<file path="src/rtl/drift_curve_gen_if.sv">
`default_nettype none
// +----------------------------------------------------------------------------+
// | drift_curve_gen_if : run configuration inputs and sample stream outputs    |
// | Rev 1.0                                                                    |
// +----------------------------------------------------------------------------+
interface drift_curve_gen_if #(
   parameter int N_CH   = 4,
   parameter int DATA_W = 18,
   parameter int G_W    = 18,
   parameter int T_W    = 9
);
   localparam int CH_W = (N_CH > 1) ? $clog2(N_CH) : 1;

   logic                   iStart;
   logic                   iHold;
   logic [T_W-1:0]         iTLast;
   logic [N_CH*DATA_W-1:0] iS;
   logic [N_CH*G_W-1:0]    iG;
   logic [DATA_W-1:0]      oData;
   logic [T_W-1:0]         oAddr;
   logic [CH_W-1:0]        oCh;
   logic                   oValid;
   logic                   oBusy;
   logic                   oDone;

   modport master (
      output iStart, iHold, iTLast, iS, iG,
      input  oData, oAddr, oCh, oValid, oBusy, oDone
   );

   modport slave (
      input  iStart, iHold, iTLast, iS, iG,
      output oData, oAddr, oCh, oValid, oBusy, oDone
   );
endinterface
`default_nettype wire

</file>
<file path="src/rtl/drift_curve_gen.sv">
`default_nettype none
// +----------------------------------------------------------------------------+
// | drift_curve_gen : S_c(t) = S0_c * G_c^t via one shared pipelined multiplier|
// | Rev 1.0                                                                    |
// +----------------------------------------------------------------------------+
module drift_curve_gen #(
   parameter int N_CH     = 4,
   parameter int DATA_W   = 18,
   parameter int S_FRAC   = 14,
   parameter int G_W      = 18,
   parameter int G_FRAC   = 16,
   parameter int T_W      = 9,
   parameter int MULT_LAT = 3
) (
   input  wire logic        CLK,
   input  wire logic        iRSTn,
   drift_curve_gen_if.slave bus
);
   localparam int CH_W   = (N_CH > 1) ? $clog2(N_CH) : 1;
   localparam int N_ST   = 1 << CH_W;
   localparam int R      = (N_CH > MULT_LAT) ? N_CH : MULT_LAT;
   localparam int P_W    = (R > 1) ? $clog2(R) : 1;
   localparam int PROD_W = DATA_W + G_W;
   localparam int RND_W  = PROD_W + 1 - G_FRAC;

   localparam logic [P_W:0]      C_NCH    = (P_W + 1)'(N_CH);
   localparam logic [P_W-1:0]    C_RLAST  = P_W'(R - 1);
   localparam logic [CH_W-1:0]   C_CHLAST = CH_W'(N_CH - 1);
   localparam logic [PROD_W:0]   C_HALF   = (PROD_W + 1)'(1) << (G_FRAC - 1);
   localparam logic [DATA_W-1:0] C_SMAX   = '1;

   if (N_CH < 1 || MULT_LAT < 1 || G_FRAC < 1 || G_FRAC > G_W || S_FRAC > DATA_W) begin : g_bad_params
      $error("drift_curve_gen: illegal parameter set");
   end

   typedef enum logic [1:0] {
      ST_IDLE = 2'd0,
      ST_RUN  = 2'd1,
      ST_LAST = 2'd2,
      ST_DONE = 2'd3
   } state_t;

   state_t            state_q, state_d;
   logic [T_W-1:0]    t_q, t_d;
   logic [T_W-1:0]    tlast_q, tlast_d;
   logic [P_W-1:0]    pos_q, pos_d;
   logic [DATA_W-1:0] s_q [N_ST];
   logic [DATA_W-1:0] s_d [N_ST];
   logic [G_W-1:0]    g_q [N_ST];
   logic [G_W-1:0]    g_d [N_ST];
   logic [DATA_W-1:0] data_q, data_d;
   logic [T_W-1:0]    addr_q, addr_d;
   logic [CH_W-1:0]   ch_q, ch_d;
   logic              valid_q, valid_d;
   logic              busy_q, busy_d;
   logic              done_q, done_d;

   logic              w_start;
   logic              w_issue;
   logic              w_last;
   logic [CH_W-1:0]   w_ch;
   logic [PROD_W-1:0] w_prod;
   logic              w_wb_vld;
   logic [CH_W-1:0]   w_wb_ch;
   logic [PROD_W-1:0] w_wb_prod;
   logic [RND_W-1:0]  w_rnd;
   logic [DATA_W-1:0] w_wb_val;

   // Slots pos >= N_CH are the idle tail of a round that covers multiplier latency.
   assign w_start = (state_q == ST_IDLE) && bus.iStart;
   assign w_issue = (state_q == ST_RUN) && !bus.iHold && ({1'b0, pos_q} < C_NCH);
   assign w_ch    = pos_q[CH_W-1:0];
   assign w_last  = w_issue && (t_q == tlast_q) && (w_ch == C_CHLAST);
   assign w_prod  = PROD_W'(s_q[w_ch]) * PROD_W'(g_q[w_ch]);

   if (MULT_LAT == 1) begin : g_nopipe
      assign w_wb_vld  = w_issue && !w_last;
      assign w_wb_ch   = w_ch;
      assign w_wb_prod = w_prod;
   end else begin : g_pipe
      logic [MULT_LAT-2:0] pv_q;
      logic [CH_W-1:0]     pc_q [MULT_LAT-1];
      logic [PROD_W-1:0]   pp_q [MULT_LAT-1];

      // A new start flushes leftovers of the previous run so they cannot clobber S0.
      always_ff @(posedge CLK or negedge iRSTn) begin
         if (!iRSTn) begin
            pv_q <= '0;
            for (int i = 0; i < MULT_LAT - 1; i++) begin
               pc_q[i] <= '0;
               pp_q[i] <= '0;
            end
         end else begin
            pv_q[0] <= w_issue && !w_last;
            pc_q[0] <= w_ch;
            pp_q[0] <= w_prod;
            for (int i = 1; i < MULT_LAT - 1; i++) begin
               pv_q[i] <= pv_q[i-1] && !w_start;
               pc_q[i] <= pc_q[i-1];
               pp_q[i] <= pp_q[i-1];
            end
         end
      end

      assign w_wb_vld  = pv_q[MULT_LAT-2];
      assign w_wb_ch   = pc_q[MULT_LAT-2];
      assign w_wb_prod = pp_q[MULT_LAT-2];
   end

   assign w_rnd    = RND_W'(({1'b0, w_wb_prod} + C_HALF) >> G_FRAC);
   assign w_wb_val = (w_rnd > RND_W'(C_SMAX)) ? C_SMAX : w_rnd[DATA_W-1:0];

   always_comb begin
      state_d = state_q;
      t_d     = t_q;
      tlast_d = tlast_q;
      pos_d   = pos_q;
      s_d     = s_q;
      g_d     = g_q;
      data_d  = data_q;
      addr_d  = addr_q;
      ch_d    = ch_q;
      valid_d = 1'b0;
      busy_d  = busy_q;
      done_d  = 1'b0;

      if (w_wb_vld) begin
         s_d[w_wb_ch] = w_wb_val;
      end

      case (state_q)
         ST_IDLE: begin
            if (bus.iStart) begin
               state_d = ST_RUN;
               busy_d  = 1'b1;
               tlast_d = bus.iTLast;
               t_d     = '0;
               pos_d   = '0;
               for (int c = 0; c < N_CH; c++) begin
                  s_d[c] = bus.iS[c*DATA_W +: DATA_W];
                  g_d[c] = bus.iG[c*G_W +: G_W];
               end
            end
         end
         ST_RUN: begin
            if (!bus.iHold) begin
               if (w_issue) begin
                  data_d  = s_q[w_ch];
                  addr_d  = t_q;
                  ch_d    = w_ch;
                  valid_d = 1'b1;
               end
               if (w_last) begin
                  state_d = ST_LAST;
               end else if (pos_q == C_RLAST) begin
                  pos_d = '0;
                  t_d   = t_q + T_W'(1);
               end else begin
                  pos_d = pos_q + P_W'(1);
               end
            end
         end
         ST_LAST: begin
            state_d = ST_DONE;
            busy_d  = 1'b0;
            done_d  = 1'b1;
         end
         // Extra cycle keeps a start presented alongside the done pulse from being taken.
         ST_DONE: begin
            state_d = ST_IDLE;
         end
         default: begin
            state_d = ST_IDLE;
         end
      endcase
   end

   always_ff @(posedge CLK or negedge iRSTn) begin
      if (!iRSTn) begin
         state_q <= ST_IDLE;
         t_q     <= '0;
         tlast_q <= '0;
         pos_q   <= '0;
         for (int c = 0; c < N_ST; c++) begin
            s_q[c] <= '0;
            g_q[c] <= '0;
         end
         data_q  <= '0;
         addr_q  <= '0;
         ch_q    <= '0;
         valid_q <= 1'b0;
         busy_q  <= 1'b0;
         done_q  <= 1'b0;
      end else begin
         state_q <= state_d;
         t_q     <= t_d;
         tlast_q <= tlast_d;
         pos_q   <= pos_d;
         s_q     <= s_d;
         g_q     <= g_d;
         data_q  <= data_d;
         addr_q  <= addr_d;
         ch_q    <= ch_d;
         valid_q <= valid_d;
         busy_q  <= busy_d;
         done_q  <= done_d;
      end
   end

   assign bus.oData  = data_q;
   assign bus.oAddr  = addr_q;
   assign bus.oCh    = ch_q;
   assign bus.oValid = valid_q;
   assign bus.oBusy  = busy_q;
   assign bus.oDone  = done_q;
endmodule
`default_nettype wire
</file>
<file path="src/flat_wrapper.sv">
// flat-port wrapper written by rule: the top's interface ports become plain ports
module drift_curve_gen_flat 
#(
   parameter int N_CH     = 4,
   parameter int DATA_W   = 18,
   parameter int S_FRAC   = 14,
   parameter int G_W      = 18,
   parameter int G_FRAC   = 16,
   parameter int T_W      = 9,
   parameter int MULT_LAT = 3
)
  (CLK, iRSTn, bus_iStart, bus_iHold, bus_iTLast, bus_iS, bus_iG, bus_oData, bus_oAddr, bus_oCh, bus_oValid, bus_oBusy, bus_oDone);
  drift_curve_gen_if #(.N_CH(N_CH), .DATA_W(DATA_W), .G_W(G_W), .T_W(T_W)) bus_i ();
  input  wire logic CLK;
  input  wire logic iRSTn;
  input wire logic [$bits(bus_i.iStart)-1:0] bus_iStart;
  input wire logic [$bits(bus_i.iHold)-1:0] bus_iHold;
  input wire logic [$bits(bus_i.iTLast)-1:0] bus_iTLast;
  input wire logic [$bits(bus_i.iS)-1:0] bus_iS;
  input wire logic [$bits(bus_i.iG)-1:0] bus_iG;
  output wire logic [$bits(bus_i.oData)-1:0] bus_oData;
  output wire logic [$bits(bus_i.oAddr)-1:0] bus_oAddr;
  output wire logic [$bits(bus_i.oCh)-1:0] bus_oCh;
  output wire logic [$bits(bus_i.oValid)-1:0] bus_oValid;
  output wire logic [$bits(bus_i.oBusy)-1:0] bus_oBusy;
  output wire logic [$bits(bus_i.oDone)-1:0] bus_oDone;
  assign bus_i.iStart = bus_iStart;
  assign bus_i.iHold = bus_iHold;
  assign bus_i.iTLast = bus_iTLast;
  assign bus_i.iS = bus_iS;
  assign bus_i.iG = bus_iG;
  assign bus_oData = bus_i.oData;
  assign bus_oAddr = bus_i.oAddr;
  assign bus_oCh = bus_i.oCh;
  assign bus_oValid = bus_i.oValid;
  assign bus_oBusy = bus_i.oBusy;
  assign bus_oDone = bus_i.oDone;
  drift_curve_gen #(.N_CH(N_CH), .DATA_W(DATA_W), .S_FRAC(S_FRAC), .G_W(G_W), .G_FRAC(G_FRAC), .T_W(T_W), .MULT_LAT(MULT_LAT)) u_core (.CLK(CLK), .iRSTn(iRSTn), .bus(bus_i));
endmodule
</file>
<file path="config.mk">
export PLATFORM = sky130hd
export DESIGN_NAME = drift_curve_gen_flat
export DESIGN_NICKNAME = d
export VERILOG_FILES = /design/src/rtl/drift_curve_gen_if.sv /design/src/rtl/drift_curve_gen.sv /design/src/flat_wrapper.sv
export SDC_FILE = /design/constraint.sdc
export NUM_CORES = 1
export LEC_CHECK = 0
export CAP_MARGIN = 40
export CORE_MARGIN = 2
export CORE_UTILIZATION = 64
export DETAILED_ROUTE_END_ITERATION = 8
export GPL_TIMING_DRIVEN = 1
export HOLD_SLACK_MARGIN = 0.08
export PLACE_DENSITY_LB_ADDON = 0.15
export SYNTH_ARGS = -nofsm -noshare
export SYNTH_HDL_FRONTEND = slang
export SYNTH_SLANG_ARGS = --single-unit
</file>
<file path="constraint.sdc">
create_clock -name CLK -period 18.6 [get_ports CLK]
set_input_delay 3.72 -clock CLK [delete_from_list [all_inputs] [get_ports CLK]]
set_output_delay 3.72 -clock CLK [all_outputs]
set_load 0.02 [all_outputs]
</file>
==> results.toml <==
[clock_tree]
htree_levels = 1
clock_path_buffers = 3
cts-root-buf = "clkbuf_16"
cts_inserted_buffers = 25
post_cts_resized = 0
clock-sinks = 246
postCtsSetupBuffers = 0
worst_skew_pair.late_latency_ps = 520
cts_hold_buf = 0
clk_pin_slew_worst_paths_ps = 70
cts_tree = "yes"

[setup_path]
r2r-end = "u_core.g_pipe.pp_q[67]"
crit_path_start = "u_core.pos_q[0]"
cp_top_family = "adder cells"
cp.arrival_ps = 8760
r2r_slack_ps = 10280
cp-end-kind = "flip-flop"
cp.depth = 23
startpoint_type = "flip-flop"
crit_type = "flip-flop to flip-flop"
rr_worst_depth = 23
path_buf_inv = 5
cp_slowest_cell = "buf_4"
max_stage_delay_ps = 720
path_cells = "buf_4, mux2_2, o21ai_1, nor2_1, fa_1, inv_1, fa_1, inv_1, fa_1, fa_1, fa_1, inv_1, fa_1, inv_1, ha_1, a21oi_1, o21ai_0, a2111oi_2, nand3_2, a2111oi_4, o211ai_1, a21oi_1, xnor2_1"
crit_top_cell = "fa_1"
required_ps = 19040
r2r_start = "u_core.pos_q[0]"
cp-endpoint = "u_core.g_pipe.pp_q[67]"
critPathMaxFanout = 43

[global_routing]
overflow = 0
grt_max_degree = 117
grt_pass1_wl_um = 90300
grt_use_total_pct = 34.9
grt_pass1_vias = 16940
antenna_found_initial = 2

[logic_synthesis]
synth.distinct_cells = 50
yosys_warnings = 0
yosysSeqAreaShare_pct = 29.7
synth_ff_type = "dfrtp_1"
synth_nets = 2581
synthesis.area_mm2 = 0.0207
synthCells = 2057
synth-seq-cells = 246
synth_edf_count = 0
syn_avg_cell_area_um2 = 10.1
async_reset_ff_share_pct = 100

[detailed_routing]
antenna_left = 0
drt_iter0_drc = 1213
avgRoutedWirePerCell_um = 21.3
drcViolationCount = 0
first_pass_iters = 6
via_per_inst = 5.88
num_vias = 15427
drt_wl_total_um = 55900

[floorplan]
design.die.area_mm2 = 0.0338
die_w_um = 184
die_h_um = 184
num_rows = 65
core_mm2 = 0.0317
initial_core_util_pct = 65.3
pin_count = 189

[layout]
multi_input_area_mm2 = 0.0130
seqCellArea_mm2 = 0.00616
fillers = 2164
layout-drive-gt1-share_pct = 8.92
syn2layout_area_growth_pct = 14.8
mostFrequentLayoutCells = "nand2_1, inv_1, fa_1"
final_nets = 2732
final_common_cell = "nand2_1"

[timing]
rsz0062_at_grt = "no"
tns_ps = 0
finClkSkew_ps = 12.6
min_period_ps = 8320
tightestPinTransition_ps = 914
hold_violations = 0
fmax_ghz = 0.120
period_share_pct = 44.7
relSlewSlack_pct = 38.7
drv_slew = 0
setup_viol = 0

[hold_path]
hold_class = "flip-flop to flip-flop"

[placement]
gp_congestion = 0.987
io_buffers = 188
hpwl_um = 42300

[run_status]
outcome = "finished, final reports clean"

[run]
drv_cap = 0
## sequential cells by signal, summed over array words and instances, names as in the netlist
signal	flops
u_core.bus.oAddr	9
u_core.bus.oBusy	1
u_core.bus.oCh	2
u_core.bus.oData	18
u_core.bus.oDone	1
u_core.bus.oValid	1
u_core.g_pipe.pc_q	2
u_core.g_pipe.pp_q	21
u_core.g_pipe.pv_q	2
u_core.g_q	72
u_core.pos_q	2
u_core.s_q	72
u_core.state_q	2
u_core.t_q	9
u_core.tlast_q	9
u_core.w_wb_ch	2
u_core.w_wb_prod	21
## per-stage QoR
step,instance area [um2],instances,util [%],worst slack (ps),hold slack (ps)
final,23800,2624,74.9,10280,348
after global routing,23800,2624,74.9,9750,350
after CTS,23800,2621,74.9,10290,348
after detailed placement,23000,2582,72.5,10330,335
after global placement,22900,2577,72.2,10510,332
after floorplan,20700,2057,-,11240,331
## worst min path at each step
stage	start	endpoint	slack (ps)	cells after the start
after floorplan	u_core.g_pipe.pc_q[2]	u_core.w_wb_ch[0]	330	0
after global placement	u_core.g_pipe.pc_q[3]	u_core.w_wb_ch[1]	330	0
after detailed placement	u_core.g_pipe.pc_q[2]	u_core.w_wb_ch[0]	330	0
after CTS	u_core.g_pipe.pp_q[61]	u_core.w_wb_prod[25]	350	0
after global routing	u_core.g_pipe.pc_q[3]	u_core.w_wb_ch[1]	350	0
final	u_core.g_pipe.pc_q[3]	u_core.w_wb_ch[1]	350	0
## cell families (layout without fill, tap and decap cells)
group,count (synthesis),in the layout,share of synthesized area [%]
multiplexers,209,209,11.9
buffers and inverters,400,563,7.29
flip-flops,246,246,29.7
XOR/XNOR,53,53,2.24
other,0,2,0
AND/OR/NAND/NOR,591,591,12.0
adder cells (fa/ha/maj),367,367,31.4
AO/OA/AOI/OAI,191,191,5.43
## layout make-up
cell class / count / share of cell area [%]
Antenna cell: 2 / 0.0211
Clock buffer: 33 / 2.97
Clock inverter: 6 / 0.274
Inverter: 310 / 4.90
Multi-Input combinational cell: 1411 / 54.9
Sequential cell: 246 / 25.9
Tap cell: 402 / 2.12
Timing Repair Buffer: 214 / 8.93
## synthesized netlist by cell type (all sizes together), types with 24 or more instances
cell type  instances  area (um2)
fa               254        5080
ha               113        1410
nor2             119         447
nand2            365        1370
mux2i             90         901
inv              310        1160
o21ai            124         628
mux2              99        1110
and2              44         278
xor2              24         210
clkbuf            68         255
xnor2             29         254
dfrtp            246        6160
## layer usage
metal / wire length (um) / vias to the layer above / GRT usage [%]
met5: 0 / - / 0
met4: 2980 / 0 / 16.0
met3: 4810 / 201 / 7.23
met2: 26600 / 756 / 58.0
met1: 21500 / 7691 / 44.3
li1: - / 6779 / -
Power is left out: the tool's default activity adds up to more than one toggle a clock period on the data nets, which glitch-free logic cannot reach.
